### config.mk
export PLATFORM = sky130hd
export DESIGN_NAME = board_memory
export DESIGN_NICKNAME = d
export VERILOG_FILES = /design/src/rtl/board_memory_pkg.sv /design/src/rtl/board_memory_init_rom.sv /design/src/rtl/board_memory.sv
export SDC_FILE = /design/constraint.sdc
export NUM_CORES = 1
export LEC_CHECK = 0
export BUFFER_PORTS_ARGS = -buffer_cell sky130_fd_sc_hd__buf_4
export CAP_MARGIN = 20
export CORE_MARGIN = 8
export CORE_UTILIZATION = 38
export DETAILED_ROUTE_END_ITERATION = 6
export GPL_TIMING_DRIVEN = 0
export PLACE_DENSITY = 0.51
export SLEW_MARGIN = 10
export SYNTH_ARGS = -nofsm -noshare
export SYNTH_HDL_FRONTEND = slang
export SYNTH_SLANG_ARGS = --single-unit
### constraint.sdc
create_clock -name clk -period 8.1 [get_ports clk]
set_input_delay 0.81 -clock clk [delete_from_list [all_inputs] [get_ports clk]]
set_output_delay 0.81 -clock clk [all_outputs]
set_load 0.05 [all_outputs]
### src/rtl/board_memory_pkg.sv
// Shared board constants: piece codes, board geometry and the board_memory FSM states.
// The control FSM and the VGA renderer import the same definitions.
package board_memory_pkg;

  localparam int BOARD_W_DEF = 9;
  localparam int BOARD_H_DEF = 10;
  localparam int PIECE_W_DEF = 4;
  localparam int BOARD_CELLS = BOARD_W_DEF * BOARD_H_DEF;
  localparam int IDX_W       = 8;

  localparam logic [PIECE_W_DEF-1:0] PIECE_EMPTY    = 4'd0;
  localparam logic [PIECE_W_DEF-1:0] PIECE_GENERAL  = 4'd1;
  localparam logic [PIECE_W_DEF-1:0] PIECE_ADVISOR  = 4'd2;
  localparam logic [PIECE_W_DEF-1:0] PIECE_ELEPHANT = 4'd3;
  localparam logic [PIECE_W_DEF-1:0] PIECE_HORSE    = 4'd4;
  localparam logic [PIECE_W_DEF-1:0] PIECE_CHARIOT  = 4'd5;
  localparam logic [PIECE_W_DEF-1:0] PIECE_CANNON   = 4'd6;
  localparam logic [PIECE_W_DEF-1:0] PIECE_SOLDIER  = 4'd7;
  localparam logic [PIECE_W_DEF-1:0] OWNER_BLACK    = 4'b1000;

  typedef enum logic [2:0] {
    S_LOAD  = 3'd0,
    S_IDLE  = 3'd1,
    S_READ  = 3'd2,
    S_WRITE = 3'd3,
    S_CLEAR = 3'd4,
    S_DONE  = 3'd5
  } state_e;

  // Ownership is ignored: losing either general ends the game.
  function automatic logic isGeneral(input logic [PIECE_W_DEF-1:0] piece);
    return piece[2:0] == PIECE_GENERAL[2:0];
  endfunction

endpackage

### src/rtl/board_memory_init_rom.sv
// Combinational initial layout: cell index (y*9+x) to the piece standing there at game start.
// Only the red half is tabulated; black ranks are mirrored (y' = 9-y) with the owner bit set.
module board_init_rom
  import board_memory_pkg::*;
#(
  parameter int INDEX_W = 7
) (
  input  logic [INDEX_W-1:0]     index_i,
  output logic [PIECE_W_DEF-1:0] piece_o
);

  logic [3:0] rank;
  logic [3:0] file;
  logic [3:0] redRank;
  logic       black;

  always_comb begin
    rank    = 4'(index_i / INDEX_W'(BOARD_W_DEF));
    file    = 4'(index_i % INDEX_W'(BOARD_W_DEF));
    black   = (rank >= 4'd5);
    redRank = black ? (4'd9 - rank) : rank;
    piece_o = PIECE_EMPTY;
    if (index_i < INDEX_W'(BOARD_CELLS)) begin
      case (redRank)
        4'd0: begin
          case (file)
            4'd0, 4'd8: piece_o = PIECE_CHARIOT;
            4'd1, 4'd7: piece_o = PIECE_HORSE;
            4'd2, 4'd6: piece_o = PIECE_ELEPHANT;
            4'd3, 4'd5: piece_o = PIECE_ADVISOR;
            4'd4:       piece_o = PIECE_GENERAL;
            default:    piece_o = PIECE_EMPTY;
          endcase
        end
        4'd2: begin
          if (file == 4'd1 || file == 4'd7) piece_o = PIECE_CANNON;
        end
        4'd3: begin
          if (!file[0]) piece_o = PIECE_SOLDIER;
        end
        default: piece_o = PIECE_EMPTY;
      endcase
      if (black && piece_o != PIECE_EMPTY) piece_o = piece_o | OWNER_BLACK;
    end
  end

endmodule

### src/rtl/board_memory.sv
// Board-state store: holds the piece map, answers the select-box lookup and executes
// committed moves as a read / write-destination / clear-source sequence.
module board_memory
  import board_memory_pkg::*;
#(
  parameter int BOARD_W = BOARD_W_DEF,
  parameter int BOARD_H = BOARD_H_DEF,
  parameter int PIECE_W = PIECE_W_DEF
) (
  input  logic               clk,
  input  logic               reset,
  input  logic               reload,
  input  logic [3:0]         query_x,
  input  logic [3:0]         query_y,
  output logic [PIECE_W-1:0] query_piece,
  input  logic               commit,
  input  logic [3:0]         src_x,
  input  logic [3:0]         src_y,
  input  logic [3:0]         dst_x,
  input  logic [3:0]         dst_y,
  output logic               busy,
  output logic               done,
  output logic               move_err,
  output logic [PIECE_W-1:0] captured,
  output logic               general_captured
);

  localparam int CELLS = BOARD_W * BOARD_H;
  localparam int CNT_W = $clog2(CELLS);

  function automatic logic [IDX_W-1:0] toIndex(input logic [3:0] x, input logic [3:0] y);
    return IDX_W'(y) * IDX_W'(BOARD_W) + IDX_W'(x);
  endfunction

  function automatic logic onBoard(input logic [3:0] x, input logic [3:0] y,
                                   input logic [IDX_W-1:0] idx);
    return (x < 4'(BOARD_W)) && (y < 4'(BOARD_H)) && (idx < IDX_W'(CELLS));
  endfunction

  logic [PIECE_W-1:0] mem [CELLS];

  state_e             state_q;
  logic [CNT_W-1:0]   cnt_q;
  logic [3:0]         srcX_q, srcY_q, dstX_q, dstY_q;
  logic [PIECE_W-1:0] srcPiece_q, dstPiece_q;
  logic               err_q;
  logic [PIECE_W-1:0] queryPiece_q, captured_q;
  logic               done_q, moveErr_q, general_q;

  logic [IDX_W-1:0]   qIdx, srcIdx, dstIdx;
  logic               qOk, srcOk, dstOk;
  logic [PIECE_W-1:0] srcRd, dstRd;
  logic               readErr;
  logic [PIECE_W-1:0] romPiece;

  logic               wrEn_d;
  logic [CNT_W-1:0]   wrAddr_d;
  logic [PIECE_W-1:0] wrData_d;

  board_init_rom #(
    .INDEX_W (CNT_W)
  ) u_rom (
    .index_i (cnt_q),
    .piece_o (romPiece)
  );

  assign qIdx   = toIndex(query_x, query_y);
  assign srcIdx = toIndex(srcX_q, srcY_q);
  assign dstIdx = toIndex(dstX_q, dstY_q);
  assign qOk    = onBoard(query_x, query_y, qIdx);
  assign srcOk  = onBoard(srcX_q, srcY_q, srcIdx);
  assign dstOk  = onBoard(dstX_q, dstY_q, dstIdx);
  assign srcRd  = srcOk ? mem[srcIdx[CNT_W-1:0]] : '0;
  assign dstRd  = dstOk ? mem[dstIdx[CNT_W-1:0]] : '0;

  assign readErr = !srcOk || !dstOk ||
                   ((srcX_q == dstX_q) && (srcY_q == dstY_q)) ||
                   (srcRd == '0);

  // Single write port shared by the layout load and the two move phases.
  always_comb begin
    wrEn_d   = 1'b0;
    wrAddr_d = '0;
    wrData_d = '0;
    if (!reload) begin
      case (state_q)
        S_LOAD: begin
          wrEn_d   = 1'b1;
          wrAddr_d = cnt_q;
          wrData_d = romPiece;
        end
        S_WRITE: begin
          wrEn_d   = 1'b1;
          wrAddr_d = dstIdx[CNT_W-1:0];
          wrData_d = srcPiece_q;
        end
        S_CLEAR: begin
          wrEn_d   = 1'b1;
          wrAddr_d = srcIdx[CNT_W-1:0];
          wrData_d = '0;
        end
        default: wrEn_d = 1'b0;
      endcase
    end
  end

  // Contents are rebuilt by S_LOAD after reset, so the array itself carries no reset.
  always_ff @(posedge clk) begin
    if (wrEn_d) mem[wrAddr_d] <= wrData_d;
  end

  always_ff @(posedge clk or negedge reset) begin
    if (!reset) begin
      state_q      <= S_LOAD;
      cnt_q        <= '0;
      srcX_q       <= '0;
      srcY_q       <= '0;
      dstX_q       <= '0;
      dstY_q       <= '0;
      srcPiece_q   <= '0;
      dstPiece_q   <= '0;
      err_q        <= 1'b0;
      queryPiece_q <= '0;
      captured_q   <= '0;
      done_q       <= 1'b0;
      moveErr_q    <= 1'b0;
      general_q    <= 1'b0;
    end else begin
      queryPiece_q <= qOk ? mem[qIdx[CNT_W-1:0]] : '0;
      done_q       <= 1'b0;
      if (reload) begin
        state_q <= S_LOAD;
        cnt_q   <= '0;
      end else begin
        case (state_q)
          S_LOAD: begin
            if (cnt_q == CNT_W'(CELLS - 1)) state_q <= S_IDLE;
            else                            cnt_q   <= cnt_q + CNT_W'(1);
          end
          S_IDLE: begin
            if (commit) begin
              srcX_q  <= src_x;
              srcY_q  <= src_y;
              dstX_q  <= dst_x;
              dstY_q  <= dst_y;
              state_q <= S_READ;
            end
          end
          S_READ: begin
            srcPiece_q <= srcRd;
            dstPiece_q <= dstRd;
            err_q      <= readErr;
            state_q    <= readErr ? S_DONE : S_WRITE;
          end
          S_WRITE: state_q <= S_CLEAR;
          S_CLEAR: state_q <= S_DONE;
          S_DONE: begin
            done_q     <= 1'b1;
            moveErr_q  <= err_q;
            captured_q <= err_q ? '0 : dstPiece_q;
            general_q  <= !err_q && isGeneral(dstPiece_q);
            state_q    <= S_IDLE;
          end
          default: state_q <= S_LOAD;
        endcase
      end
    end
  end

  assign busy             = (state_q != S_IDLE);
  assign done             = done_q;
  assign move_err         = moveErr_q;
  assign captured         = captured_q;
  assign general_captured = general_q;
  assign query_piece      = queryPiece_q;

endmodule

[Word level (Yosys, flattened, before mapping)]
Memories as Yosys holds them, arrays and structs flattened.
Cells that the tools add are included.
Cells by class
  $add $sub $neg: 5
  $mul: 3
  divide/modulo/power cells: 2
  $lt $le $gt $ge: 11
  equal/unequal tests: 17
  shift operators: 0
  mux-type cells: 29
  bitwise operators: 1
  reductions and logical operators: 27
Operators with widths (number)
  4-bit two-way mux: 9
  7-bit two-way mux: 4
  8-bit by 4-bit adder with 8-bit output: 3
  4-bit less-than comparator, second input constant: 6
  8-bit by 7-bit less-than comparator with 1-bit output, second input constant: 3
  4-bit by 4-bit multiplier with 8-bit output, second input constant: 3
  7-bit case mux with 3 select lines: 1
  3-bit two-way mux: 6
  3-bit case mux with 6 select lines: 1
  4-bit case mux with 3 select lines: 1
  1-bit logical AND: 9
  4-bit by 2-bit == test with 1-bit output, second input constant: 2
  4-bit == test: 2
  4-bit logical NOT: 2
  4-bit case mux with 2 select lines: 1
  2-bit AND reduction: 4
  7-bit by 1-bit adder with 7-bit output, second input constant: 1
  7-bit by 4-bit divider with 7-bit output, second input constant: 1
  7-bit == test, second input constant: 1
  7-bit less-than comparator, second input constant: 1
  7-bit by 4-bit modulo with 7-bit output, second input constant: 1
  3-bit by 1-bit == test with 1-bit output, second input constant: 2
  3-bit by 2-bit == test with 1-bit output, second input constant: 2
  3-bit == test, second input constant: 2
  other kinds (16): 27
Storage, ports and cells
  bits in registers: 46
  latch bits: 0
  memory bits (writable): 360
  bits in read-only memories: 48
  input bits: 28
  output and inout bits: 12
  memories kept: 2
Memories
  mem: depth 90, width 4, rd ports 3, clocked after Yosys merged registers in 0, write ports 1, line board_memory.sv:40  | logic [PIECE_W-1:0] mem [CELLS];
  (name not given): depth 16, width 3, rd ports 1, clocked after Yosys merged registers in 0, write ports 0, line board_memory_init_rom.sv:26  | case (file)

[Longest topological paths before layout]
  word-level depth: 12
  depth in mapped cells: 20
  gate-level depth less buffers: 18

[Modules after synthesis]
From an unflattened synthesis, not the netlist that was laid out.
Unflattened totals
  cell total of the unflattened synthesis: 1625
  area total of the unflattened synthesis: 24273.3 µm²
By module, submodules not included
  board_memory: times used 1, cells each 1491, area each 23296.1 µm², seq. area each 11961.5 µm²
  board_init_rom: times used 1, cells each 134, area each 977.2 µm², seq. area each 0.0 µm²

[Worst setup path after synthesis]
No wires, ideal clock.
  kind: flip-flop to flip-flop
  start: register cnt_q[0]
  end: memory mem[0][0] (netlist name) (data pin)
  data arrival time: 5.778 ns
  data required time: 7.413 ns
  setup slack: 1.635 ns
  stages on the path, launching flop included: 21
  buffers on the path: 2
  clock period less this slack: 6.465 ns
  path through: dfrtp_1 -> clkbuf_1 -> clkinv_1 -> ha_1 -> nor3_1 -> o2111ai_1 -> o21a_2 -> nand2_1 -> xor2_2 -> buf_6 -> a21oi_1 -> nor2_1 -> xnor2_1 -> inv_1 -> ha_1 -> nand2_1 -> nor2_1 -> a221oi_1 -> a31oi_1 -> o2111ai_1 -> a21oi_1
Between the ends
  cells in the longest elaborated chain, start to end: 10
  elaborated cells between the ends (all ways): 17
RTL lines
  start: declaration: line board_memory.sv:43  | logic [CNT_W-1:0] cnt_q;
  start signal: assignment: line board_memory.sv:138  | else cnt_q <= cnt_q + CNT_W'(1);
  7-bit by 4-bit divider with 7-bit output: line board_memory_init_rom.sv:18  | rank = 4'(index_i / INDEX_W'(BOARD_W_DEF));
  4-bit subtractor or 4-bit by 3-bit greater-or-equal comparator with 1-bit output (tied branches): line board_memory_init_rom.sv:21, board_memory_init_rom.sv:20
  4-bit two-way mux: line board_memory_init_rom.sv:21  | redRank = black ? (4'd9 - rank) : rank;
  4-bit by 2-bit == test with 1-bit output or 4-bit logical NOT (tied branches): line board_memory_init_rom.sv:24  | case (redRank)
  4-bit case mux with 3 select lines: line board_memory_init_rom.sv:24
  4-bit two-way mux: line board_memory_init_rom.sv:23  | if (index_i < INDEX_W'(BOARD_CELLS)) begin
  4-bit two-way mux: line board_memory_init_rom.sv:43  | if (black && piece_o != PIECE_EMPTY) piece_o = piece_o | OWNER_BLACK;
  4-bit two-way mux (*): line board_memory_init_rom.sv:23
  4-bit case mux with 2 select lines (*): line board_memory.sv:86  | case (state_q)
  4-bit two-way mux (*): line board_memory.sv:85  | if (!reload) begin
  net wrData_d[0]: line board_memory.sv:58  | logic [PIECE_W-1:0] wrData_d;
  end: declaration: line board_memory.sv:40
Mark *: on every way through the listed nets, which the timed path passes. The rest lies on a longest branch. The select of a mux whose other input is x is not followed.

[Worst setup path in the final report]
  start: register cnt_q[0]
  end: memory mem[10][1] (netlist name) (data pin)
Between the ends
  cells in the longest elaborated chain, start to end: 10
  elaborated cells between the ends (all ways): 21
RTL lines (line)
  7-bit by 4-bit divider with 7-bit output or 7-bit by 4-bit modulo with 7-bit output (tied branches): board_memory_init_rom.sv:18, board_memory_init_rom.sv:19
  4-bit subtractor, or another cell as far along: board_memory_init_rom.sv:21
  4-bit two-way mux or 1-bit logical OR (tied branches): board_memory_init_rom.sv:21, board_memory_init_rom.sv:36
  4-bit by 2-bit == test with 1-bit output, or another cell as far along: board_memory_init_rom.sv:24
  4-bit case mux with 3 select lines: board_memory_init_rom.sv:24
  4-bit two-way mux: board_memory_init_rom.sv:23
  4-bit two-way mux: board_memory_init_rom.sv:43
  4-bit two-way mux (*): board_memory_init_rom.sv:23
  4-bit case mux with 2 select lines (*): board_memory.sv:86
  4-bit two-way mux (*): board_memory.sv:85
  net wrData_d[1]: board_memory.sv:58
Marks and branches as above.

==> impl_summary.log <==
INFO  metric fp.dieArea = 71,800 sq um
INFO  metric yosys_register_bits = 406
INFO  metric cts.htree.levels = 2
INFO  metric final_cells = 2,564
INFO  metric drt_first_pass_iters = 5
INFO  metric place.detailed.instances = 2,476
INFO  metric global_route_wire_length_before_repair = 119,000 um
INFO  metric cts_resized = 0
INFO  metric drt_iter0_drc = 2,085
INFO  metric post-synth-top-area-fraction = 44.8%
INFO  metric grt_pass1_vias = 16,200
INFO  metric max_reg_flops = 360
INFO  metric drv.max_cap_violation_count = 0
INFO  metric initial_util = 38.3%
INFO  metric biggest_area_consumer_among_synthesized_cells = sky130_fd_sc_hd__edfxtp_1
INFO  metric cts_setup_buffers = 0
INFO  metric final_net_count = 1,752
INFO  metric cts-buffers-inserted = 47
INFO  metric timing_worst_setup_path_type = reg2reg
INFO  metric chipHeight = 268 um
INFO  metric row_count = 92
INFO  metric tritoncts = yes
INFO  metric ys_top_cells_by_area = sky130_fd_sc_hd__edfxtp_1 45%, sky130_fd_sc_hd__mux4_2 27%, sky130_fd_sc_hd__dfrtp_1 4.8%, sky130_fd_sc_hd__mux2i_1 2.4%, sky130_fd_sc_hd__ha_1 2.2%
INFO  metric cts.clk_slew.worst_paths = 0.06 ns
INFO  metric fin_util = 43.7%
INFO  metric gp_congestion = 0.894
INFO  metric layout_top_registers = mem x360, cnt_q x7
INFO  metric crit_path_start_kind = register
INFO  metric antenna_found_initial = 2
INFO  metric post_synth_num_cell_types = 75
INFO  metric top_reg_by_flops = mem
INFO  metric area_growth = 14.1%
INFO  metric final.period_utilization = 68.2%
INFO  metric place.port_buffers = 38
INFO  metric post-synth-top-count-cell = sky130_fd_sc_hd__edfxtp_1
INFO  metric fp.dieW = 268 um
INFO  metric relSlewSlack = 12.6%
INFO  metric antenna_cells_inserted = 0
INFO  metric synth-xor-area-share = 1.39%
INFO  metric combinational_family_with_the_most_area_after_synthesis = multiplexers
INFO  metric crit_arrival = 5.96 ns
INFO  metric worst_ep_required_time = 8.53 ns
INFO  metric clock-skew-final = 0.0336 ns
INFO  metric drt_wl_total = 84,300 um
INFO  metric synth-simple-area-share = 6.23%
INFO  metric clock_insertion_delay_at_the_later_pin_of_the_skew_report = 0.61 ns
INFO  metric share_of_the_yosys_chip_area_belonging_to_registers = 49.6%
INFO  metric finalPower = 7.45 mW
INFO  metric ys_async_rst_share = 11.3%
INFO  metric dp_hpwl = 62,000 um
INFO  metric grt_start_max_net_pins = 47
INFO  metric grt_setup_unrepaired = no
INFO  metric critical-path-slowest-cell = sky130_fd_sc_hd__o21ai_4
INFO  metric core = 63,000 sq um
INFO  metric final.min_clock_period = 5.52 ns
INFO  metric timing.fmax = 0.181 GHz
INFO  metric outcome = completed
INFO  metric worst_tran_pin_value = 1.31 ns
INFO  metric synth_edf_count = 360
INFO  metric holdCritPathClass = in2async
INFO  metric cells_after_synthesis = 1,573
INFO  metric globalRouteTotalUtil = 23.3%
INFO  metric synth_warnings = 0
INFO  metric worstSetupEndpointType = register
INFO  metric via_count = 16,300
INFO  metric syn_nets = 1,646
INFO  metric irDropWorstVdd = 0.182 mV
INFO  metric slew_viol_final = 0
INFO  metric ant_nets = 0
INFO  metric critPathMaxFanout = 35
INFO  metric power_density = 271 nW/um^2
INFO  metric average_instance_area_after_synthesis = 15.3 sq um
INFO  metric ys_dominant_reg_cell = sky130_fd_sc_hd__edfxtp_1
INFO  metric report.final.setup_viol = 0
INFO  metric clock_sinks = 406
INFO  metric post_route_cells_drive_above_1_share = 31.5%
INFO  metric post_synth_most_frequent_cells = 360 x sky130_fd_sc_hd__edfxtp_1, 292 x sky130_fd_sc_hd__mux4_2, 132 x sky130_fd_sc_hd__nor2_1
INFO  metric clockRootBuffer = sky130_fd_sc_hd__clkbuf_16
INFO  metric num_io_pins = 40
INFO  metric synth_adder_area_share = 2.43%
INFO  metric syn-cell-area = 24,100 sq um
INFO  metric final_hold_viols = 0
INFO  metric synth_mux_area_share = 30.9%
INFO  metric cp_cell_sequence = clkbuf_1 > clkinv_1 > ha_1 > nor3_1 > o2111ai_1 > o21a_2 > nand2_1 > xor2_2 > buf_6 > a21oi_1 > nor2_1 > xnor2_1 > inv_1 > ha_1 > inv_1 > a31oi_1 > o21ai_1 > o41ai_2 > a21oi_1 > o21ai_4 > buf_12 > buf_12
INFO  metric globalRoute.totalOverflow = 0
INFO  metric static-leakage-power = 9.13 nW
INFO  metric max_stage_delay = 0.66 ns
INFO  metric filler_cell_count = 5,668
INFO  metric hold_buffers = 0
INFO  metric synth_compound_gate_area_share = 6.59%
INFO  metric post-route-drc-count = 0
INFO  metric clock_path_buffers = 3
INFO  metric drt-vias-per-instance = 6.37
INFO  metric wl_per_cell = 32.9 um
[report_power, final]
part | leakage (nW) | switching [mW] | total (mW) | internal [mW]
clock network | 0.791 | 0.945 | 2.29 | 1.35
registers | 3.93 | 0.0307 | 2.35 | 2.32
logic | 4.41 | 1.72 | 2.81 | 1.09
total | 9.13 | 2.69 | 7.45 | 4.76
[stage by stage]
step           cell area (sq um)  TNS, ns  worst slack [ns]  hold slack (ns)
2_1_floorplan              24100        0              1.63            0.449
3_3_place_gp               25500  -685.52             -2.30            0.464
3_5_place_dp               25900        0              2.47            0.467
4_1_cts                    27500        0              2.48            0.244
5_1_grt                    27500        0              1.98            0.283
6_report                   27500        0              2.58            0.246
[cell type report]
| type | instances | area, sq um | share of cell area [%] |
|---|---|---|---|
| plain buffers | 116 | 581 | 2.11 |
| clock buffers | 57 | 1300 | 4.71 |
| flip-flops and latches | 406 | 12000 | 43.4 |
| well taps | 846 | 1060 | 3.84 |
| multi-input cells | 1021 | 11500 | 41.9 |
| inverters | 30 | 113 | 0.409 |
| clock inverters | 31 | 374 | 1.36 |
| repair buffers | 57 | 621 | 2.25 |
[worst max-delay path, delay by kind of cell (launching register included)]
| family | cells | cell delay, ns |
|---|---|---|
| AO/OA/AOI/OAI | 8 | 1.94 |
| XOR/XNOR | 2 | 0.39 |
| adder cells (fa/ha/maj) | 2 | 0.48 |
| buffers and inverters | 7 | 1.68 |
| flip-flops | 1 | 0.39 |
| AND/OR/NAND/NOR | 3 | 0.44 |
[per-layer routing]
layer  part of all wire (%)  GRT usage [%]
met1                     39           30.9
met2                     46           36.0
met3                     11           6.87
met4                    4.7           9.45
met5                  0.027              0
[path summary, 6_finish.rpt]
path,start,endpoint,slack [ns],cells after the start
min in group clk,src_y[0],srcY_q[0],0.45,2
setup reg to reg,cnt_q[0],mem[10][1],2.58,22
max in group asynchronous,reset,srcX_q[1],7.43,1
setup / recovery,cnt_q[0],mem[10][1],2.58,22
hold / removal,reset,cnt_q[2],0.25,1
hold reg to reg,move_err,move_err,0.47,2
[cells in the final DEF (no fill, tap or decap), types with 40 or more instances in the layout]
cell / n
sky130_fd_sc_hd__edfxtp_1: 360
sky130_fd_sc_hd__mux4_2: 292
sky130_fd_sc_hd__nor2_1: 132
sky130_fd_sc_hd__nand2_1: 87
sky130_fd_sc_hd__mux2i_1: 58
sky130_fd_sc_hd__clkbuf_1: 57
sky130_fd_sc_hd__buf_4: 53
sky130_fd_sc_hd__clkbuf_16: 49
sky130_fd_sc_hd__dfrtp_1: 46
sky130_fd_sc_hd__o21ai_0: 43
sky130_fd_sc_hd__a21oi_1: 42
sky130_fd_sc_hd__ha_1: 42
sky130_fd_sc_hd__buf_2: 40
[kinds of logic (layout without fill, tap and decap cells)]
kind of cell               Yosys count  in the layout
muxes                              377            377
buffers and inverters              146            291
AOI/OAI and AO/OA                  238            238
adders and majority gates           45             45
xor gates and xnor gates            34             34
DFF                                406            406
and+or+nand+nor                    327            327
Note: power is estimated with default switching activity, not from simulation.
